<file path="src/rtl/prefetch_unit_if.sv">
// Bundle of the prefetcher's memory, redirect and decode-side signals.
// Decode handshake: an entry transfers on a rising edge where o_valid && i_ready; o_valid never depends on i_ready.
interface prefetch_unit_if #(
    parameter int DATA_WIDTH = 8,
    parameter int INST_BYTES = 4
);
    localparam int INST_W = INST_BYTES * DATA_WIDTH;

    logic [DATA_WIDTH-1:0] i_mem_data;
    logic                  i_mem_ack;
    logic [31:0]           o_mem_addr;
    logic                  o_mem_req;
    logic                  o_mem_write;
    logic                  i_redirect;
    logic [31:0]           i_redirect_pc;
    logic                  o_valid;
    logic                  i_ready;
    logic [INST_W-1:0]     o_inst;
    logic [31:0]           o_inst_pc;

    modport master (
        input  i_mem_data, i_mem_ack, i_redirect, i_redirect_pc, i_ready,
        output o_mem_addr, o_mem_req, o_mem_write, o_valid, o_inst, o_inst_pc
    );

    modport slave (
        output i_mem_data, i_mem_ack, i_redirect, i_redirect_pc, i_ready,
        input  o_mem_addr, o_mem_req, o_mem_write, o_valid, o_inst, o_inst_pc
    );
endinterface

</file>
<file path="src/rtl/prefetch_unit.sv">
// Instruction prefetcher: assembles INST_BYTES memory beats per instruction into a DEPTH-entry queue.
// Define PREFETCH_LITTLE_ENDIAN_EN to place beat k in byte lane k instead of the default big-endian order.
module prefetch_unit #(
    parameter int          INST_BYTES = 4,
    parameter int          DEPTH      = 2,
    parameter logic [31:0] RESET_PC   = 32'h0,
    parameter int          DATA_WIDTH = 8
) (
    input  logic           i_clk,
    input  logic           i_rst,
    prefetch_unit_if.master bus,
    output logic           state_dbg
);
    localparam int INST_W = INST_BYTES * DATA_WIDTH;
    localparam int BW     = (INST_BYTES > 1) ? $clog2(INST_BYTES) : 1;
    localparam int PTR_W  = $clog2(DEPTH);
    localparam int CNT_W  = $clog2(DEPTH + 1);

    typedef enum logic {FETCH = 1'b0, FULL = 1'b1} state_t;

    state_t            state, state_next;
    logic [31:0]       fetch_pc;
    logic [BW-1:0]     beat_idx;
    logic [BW-1:0]     lane;
    logic [INST_W-1:0] asm_q, asm_merged;
    logic [INST_W-1:0] inst_mem [DEPTH];
    logic [31:0]       pc_mem   [DEPTH];
    logic [PTR_W-1:0]  head, tail;
    logic [CNT_W-1:0]  count, count_next;
    logic              mem_req, beat, last_beat, push, pop;

`ifdef PREFETCH_LITTLE_ENDIAN_EN
    assign lane = beat_idx;
`else
    assign lane = BW'(INST_BYTES - 1) - beat_idx;
`endif

    assign last_beat = (beat_idx == BW'(INST_BYTES - 1));
    assign beat      = mem_req && bus.i_mem_ack;
    // Redirect wins over everything: a completing beat or pop in that cycle is dropped.
    assign push      = beat && last_beat && !bus.i_redirect;
    assign pop       = (count != '0) && bus.i_ready && !bus.i_redirect;

    always_comb begin
        asm_merged = asm_q;
        for (int k = 0; k < INST_BYTES; k++) begin
            if (lane == BW'(k)) asm_merged[k*DATA_WIDTH +: DATA_WIDTH] = bus.i_mem_data;
        end
    end

    always_comb begin
        count_next = count;
        state_next = state;
        mem_req    = 1'b0;
        if (bus.i_redirect) count_next = '0;
        else                count_next = count + CNT_W'(push) - CNT_W'(pop);
        state_next = (count_next == CNT_W'(DEPTH)) ? FULL : FETCH;
        if (state == FETCH && !i_rst) mem_req = 1'b1;
    end

    always_ff @(posedge i_clk or posedge i_rst) begin
        if (i_rst) begin
            state    <= FETCH;
            fetch_pc <= RESET_PC;
            beat_idx <= '0;
            asm_q    <= '0;
            count    <= '0;
            head     <= '0;
            tail     <= '0;
        end else begin
            state <= state_next;
            count <= count_next;
            if (bus.i_redirect) begin
                fetch_pc <= bus.i_redirect_pc;
                beat_idx <= '0;
                asm_q    <= '0;
                head     <= '0;
                tail     <= '0;
            end else begin
                if (beat) begin
                    if (last_beat) begin
                        fetch_pc <= fetch_pc + 32'(INST_BYTES);
                        beat_idx <= '0;
                        asm_q    <= '0;
                        tail     <= tail + 1'b1;
                    end else begin
                        beat_idx <= beat_idx + 1'b1;
                        asm_q    <= asm_merged;
                    end
                end
                if (pop) head <= head + 1'b1;
            end
        end
    end

    // Queue storage needs no reset: the head is only exposed while count is non-zero.
    always_ff @(posedge i_clk) begin
        if (push) begin
            inst_mem[tail] <= asm_merged;
            pc_mem[tail]   <= fetch_pc;
        end
    end

    assign bus.o_mem_addr  = fetch_pc + 32'(beat_idx);
    assign bus.o_mem_req   = mem_req;
    assign bus.o_mem_write = 1'b0;
    assign bus.o_valid     = (count != '0);
    assign bus.o_inst      = (count != '0) ? inst_mem[head] : '0;
    assign bus.o_inst_pc   = (count != '0) ? pc_mem[head]   : '0;
    assign state_dbg       = (state == FULL);
endmodule

</file>
<file path="src/flat_wrapper.sv">
// flat-port wrapper written by rule: the top's interface ports become plain ports
module prefetch_unit_flat 
#(
    parameter int          INST_BYTES = 4,
    parameter int          DEPTH      = 2,
    parameter logic [31:0] RESET_PC   = 32'h0,
    parameter int          DATA_WIDTH = 8
)
  (i_clk, i_rst, state_dbg, bus_i_mem_data, bus_i_mem_ack, bus_i_redirect, bus_i_redirect_pc, bus_i_ready, bus_o_mem_addr, bus_o_mem_req, bus_o_mem_write, bus_o_valid, bus_o_inst, bus_o_inst_pc);
  prefetch_unit_if #(.DATA_WIDTH(DATA_WIDTH), .INST_BYTES(INST_BYTES)) bus_i ();
  input  logic i_clk;
  input  logic i_rst;
  output logic state_dbg;
  input wire logic [$bits(bus_i.i_mem_data)-1:0] bus_i_mem_data;
  input wire logic [$bits(bus_i.i_mem_ack)-1:0] bus_i_mem_ack;
  input wire logic [$bits(bus_i.i_redirect)-1:0] bus_i_redirect;
  input wire logic [$bits(bus_i.i_redirect_pc)-1:0] bus_i_redirect_pc;
  input wire logic [$bits(bus_i.i_ready)-1:0] bus_i_ready;
  output wire logic [$bits(bus_i.o_mem_addr)-1:0] bus_o_mem_addr;
  output wire logic [$bits(bus_i.o_mem_req)-1:0] bus_o_mem_req;
  output wire logic [$bits(bus_i.o_mem_write)-1:0] bus_o_mem_write;
  output wire logic [$bits(bus_i.o_valid)-1:0] bus_o_valid;
  output wire logic [$bits(bus_i.o_inst)-1:0] bus_o_inst;
  output wire logic [$bits(bus_i.o_inst_pc)-1:0] bus_o_inst_pc;
  assign bus_i.i_mem_data = bus_i_mem_data;
  assign bus_i.i_mem_ack = bus_i_mem_ack;
  assign bus_i.i_redirect = bus_i_redirect;
  assign bus_i.i_redirect_pc = bus_i_redirect_pc;
  assign bus_i.i_ready = bus_i_ready;
  assign bus_o_mem_addr = bus_i.o_mem_addr;
  assign bus_o_mem_req = bus_i.o_mem_req;
  assign bus_o_mem_write = bus_i.o_mem_write;
  assign bus_o_valid = bus_i.o_valid;
  assign bus_o_inst = bus_i.o_inst;
  assign bus_o_inst_pc = bus_i.o_inst_pc;
  prefetch_unit #(.INST_BYTES(INST_BYTES), .DEPTH(DEPTH), .RESET_PC(RESET_PC), .DATA_WIDTH(DATA_WIDTH)) u_core (.i_clk(i_clk), .i_rst(i_rst), .bus(bus_i), .state_dbg(state_dbg));
endmodule
</file>
<file path="config.mk">
export PLATFORM = sky130hd
export DESIGN_NAME = prefetch_unit_flat
export DESIGN_NICKNAME = d
export VERILOG_FILES = /design/src/rtl/prefetch_unit_if.sv /design/src/rtl/prefetch_unit.sv /design/src/flat_wrapper.sv
export SDC_FILE = /design/constraint.sdc
export NUM_CORES = 1
export LEC_CHECK = 0
export ABC_AREA = 1
export BUFFER_PORTS_ARGS = -buffer_cell sky130_fd_sc_hd__buf_2
export CORE_MARGIN = 5
export CORE_UTILIZATION = 38
export CTS_CLUSTER_SIZE = 12
export DETAILED_ROUTE_END_ITERATION = 10
export GPL_TIMING_DRIVEN = 0
export PLACE_DENSITY = 0.66
export SYNTH_ARGS = -nofsm -noshare
export SYNTH_HDL_FRONTEND = slang
export SYNTH_SLANG_ARGS = --single-unit
</file>
<file path="constraint.sdc">
create_clock -name i_clk -period 6 [get_ports i_clk]
set_input_delay 0 -clock i_clk [delete_from_list [all_inputs] [get_ports i_clk]]
set_output_delay 0 -clock i_clk [all_outputs]
set_load 0.02 [all_outputs]
</file>
==> results.py <==
metrics = {
    "synthesis": {
        "syn_inst": 1010,
        "syn_nets": 1065,
        "ys_seq_elements": 199,
        "yosys-top-cells-area": "edfxtp_1 41%, dfrtp_1 19%, nand2_1 12%, inv_1 4.5%, a21oi_1 3.6%",
        "synth_edf_count": 128,
        "yosysSeqAreaShare_pct": 59.4,
        "synth_top_area_cell": "edfxtp_1",
        "synthArstFlopShare_pct": 35.7,
        "synth_warnings": 0,
        "ys.flop_type": "edfxtp_1",
        "postSynthAreaPerCell_um2": 9.37,
        "ys_types": 39,
        "yosysTopAreaCellShare_pct": 40.6,
        "syn_area_um2": 9460,
    },
    "sta": {
        "worst_hold_slack_ns": 0.0260,
        "worst_pin_slew_ns": 0.801,
        "finalMaxSlewViolations": 0,
        "finClkSkew_ns": 0.0125,
        "max_freq_mhz": 330,
        "timing.final.ws_setup_ns": 2.97,
        "period_needed_ns": 3.03,
        "rsz0062_at_grt": "no",
        "period_share_pct": 50.5,
        "slew_headroom_pct": 46.6,
        "finalHoldViolCount": 0,
        "setup_viol": 0,
    },
    "worst_setup_path": {
        "crit_path_cell_trace": "ha_1, inv_1, fa_1, inv_1, nand2_1, nor2_1, nand2_1, xor2_1, buf_2",
        "worst-path-buf-inv": 3,
        "reg2reg_slack_ns": 3.59,
        "r2r_start": "u_core.beat_idx[1]",
        "cp.required_ns": 6.00,
        "reg2reg_depth": 6,
        "worst_path_max_delay_cell": "fa_1",
        "critPathArrivalTime_ns": 3.03,
        "endpoint_kind": "output port",
        "critPathLaunchType": "register",
        "timing.rr.end": "u_core.inst_mem[0][22]",
        "crit_fanout": 6,
        "max_stage_delay_ns": 0.54,
        "crit_type": "register to output port",
        "cp_top_family": "adder cells",
    },
    "power_and_ir_drop": {
        "p_int_uw": 2230,
        "p_clk_share_pct": 38.8,
        "p_sw_uw": 871,
        "cellPowerDensity_nw_per_um2": 265,
        "total_power_uw": 3100,
        "ir_drop_mv": 0.208,
        "p_sw_share_pct": 28.0,
        "leakage_uw": 0.00500,
        "seqPwrFrac_pct": 50.4,
        "comb_power_share_pct": 10.8,
    },
    "layout": {
        "finalNonFillerCells": 1550,
        "drive_above_1_share_pct": 18.8,
        "final_nets": 1268,
        "syn_to_final_growth_pct": 23.9,
        "n_antenna_cell": 0,
        "postLayoutCoreUtil_pct": 48.1,
        "fill_cells": 2310,
    },
    "placed_design": {
        "place_ws_ns": 3.52,
        "io_buffer_count": 142,
        "placed_cells": 1481,
        "gp_congestion": 0.942,
        "dpl.hpwl_um": 19000,
    },
    "cts": {
        "cts-root-buf": "clkbuf_16",
        "cts_tree": "yes",
        "clock-sinks": 199,
        "htreeDepth": 4,
        "clk_latency_ns": 0.44,
        "numCtsBuffers": 17,
        "clk_pin_slew_ns": 0.07,
        "clockBufferDepth": 2,
    },
    "drt": {
        "dr.pass1.iters": 7,
        "drt_wl_total_um": 26600,
        "viasPerCell": 4.98,
        "vias": 7712,
        "wl_per_cell_um": 17.1,
        "drtIter0Drc": 728,
        "antenna_left": 0,
        "drc": 0,
    },
    "grt": {
        "grt-ovfl-total": 0,
        "grt_antenna_before_repair": 0,
        "first_global_vias": 7764,
        "grt_max_degree": 56,
        "grt_pass1_wl_um": 41800,
        "track_usage_pct": 18.9,
    },
    "floorplanning": {
        "start_util_pct": 38.8,
        "die_x_um": 168,
        "ios": 145,
        "num_rows": 57,
        "die_h_um": 168,
        "die_area_um2": 28200,
        "core_area_um2": 24400,
    },
    "hold_path": {
        "hold_depth": 3,
        "hold_start": "bus_i_mem_data[0]",
        "hold_class": "input port to register",
        "whs_endpoint": "u_core.inst_mem[1][0]",
    },
    "run": {
        "drv_cap": 0,
    },
    "outcome": {
        "status": "finished clean",
    },
}
==> Yosys cell counts, types with 2 or more instances <==
library cell,count
nand3_1,34
a21oi_1,68
a31oi_1,2
buf_1,8
ha_1,9
a22oi_1,17
inv_1,113
xnor2_1,5
buf_4,3
o21ai_0,50
nor2_4,8
nand3_2,2
nand4_1,5
nand2_2,8
o22ai_1,24
nor2_1,61
inv_2,4
o21ai_1,6
nor3_1,4
clkbuf_1,23
nand2_1,300
nand2_4,2
buf_2,8
nor2_2,7
edfxtp_1,128
dfrtp_1,71
xor2_1,28
==> worst min-delay path: stages <==
cell and delay, ns:
buf_2 0.14, nand2_1 0.08, o21ai_0 0.11
==> layer usage <==
metal / up-vias / routed length [um] / track usage [%]
met5: - / 0 / 0
met4: 0 / 851 / 7.45
met3: 57 / 1600 / 3.17
met2: 300 / 12400 / 30.5
met1: 3635 / 11700 / 25.7
li1: 3720 / - / -
==> cell families (layout without fill, tap and decap cells) <==
group                    after synthesis  after routing  share of synthesized area, %
adder cells (fa/ha/maj)               10             10                          1.40
XOR/XNOR                              33             33                          3.05
buffers and inverters                162            378                          6.77
AO/OA/AOI/OAI                        172            172                          10.1
other                                  1              1                        0.0396
flip-flops                           199            199                          59.4
AND/OR/NAND/NOR                      433            433                          19.2
==> state kept, by name, summed over array words and instances (netlist names) <==
name              flops
u_core.head           1
u_core.fetch_pc      32
u_core.state_dbg      1
u_core.tail           1
u_core.inst_mem      64
u_core.beat_idx       2
u_core.pc_mem        64
u_core.count          2
u_core.asm_q         32
==> layout by cell type, fill, tap and decap left out, types with 7 or more instances in the layout <==
| cell | synthesis | routed |
|---|---|---|
| inv_1 | 113 | 112 |
| nand3_1 | 34 | 34 |
| nor2_1 | 61 | 59 |
| dfrtp_1 | 71 | 71 |
| edfxtp_1 | 128 | 128 |
| nor2_4 | 8 | 10 |
| clkbuf_1 | 23 | 23 |
| o22ai_1 | 24 | 24 |
| nor2_2 | 7 | 7 |
| o21ai_0 | 50 | 50 |
| buf_1 | 8 | 8 |
| buf_2 | 8 | 150 |
| xor2_1 | 28 | 28 |
| clkbuf_16 | 0 | 17 |
| a22oi_1 | 17 | 17 |
| nand2_1 | 300 | 300 |
| nand2_2 | 8 | 8 |
| a21oi_1 | 68 | 68 |
| ha_1 | 9 | 9 |
| dlygate4sd3_1 | 0 | 37 |
==> per-stage QoR <==
stage | area, um2 | setup TNS, ns
after global placement | 10600 | -19.27
final | 11700 | 0
after global routing | 11700 | 0
after CTS | 11700 | 0
after floorplan | 9460 | 0
after detailed placement | 10700 | 0
==> power groups by stage <==
stage / combinational [uW] / clock [uW] / sequential, uW
after global placement: 305 / 0 / 1590
after floorplan: 206 / 0 / 1570
after CTS: 333 / 1230 / 1560
after global routing: 366 / 1280 / 1570
final: 335 / 1210 / 1560
after detailed placement: 312 / 0 / 1590
==> cell type report <==
type,count,area [um2],area share (%)
clock buffer,17,425,3.63
tap,324,405,3.46
sequential,199,5620,47.9
multi-input combinational,649,3220,27.4
inverter,119,453,3.86
buffer,43,190,1.62
timing repair buffer,184,1200,10.2
clock inverter,15,215,1.84
==> worst max-delay path by stage <==
stage | startpoint | endpoint | slack, ns | cells past startpoint
after global placement | u_core.beat_idx[1] | u_core.inst_mem[0][18] | -0.16 | 5
after CTS | u_core.beat_idx[0] | bus_o_mem_addr[30] | 3.03 | 9
after floorplan | u_core.state_dbg | u_core.inst_mem[0][0] | 1.48 | 6
after detailed placement | u_core.beat_idx[0] | bus_o_mem_addr[30] | 3.52 | 9
final | u_core.beat_idx[0] | bus_o_mem_addr[30] | 2.97 | 9
after global routing | u_core.beat_idx[0] | bus_o_mem_addr[30] | 2.90 | 9
==> what timing repair did <==
| item | 4_1_cts | 5_1_grt |
|---|---|---|
| hold buffers | 37 | 0 |
| buffers inserted | 0 | 0 |
| endpoints found under the hold margin | 112 | 0 |
| gates resized for setup | 0 | 0 |
Power figures use the tool's default switching activity.
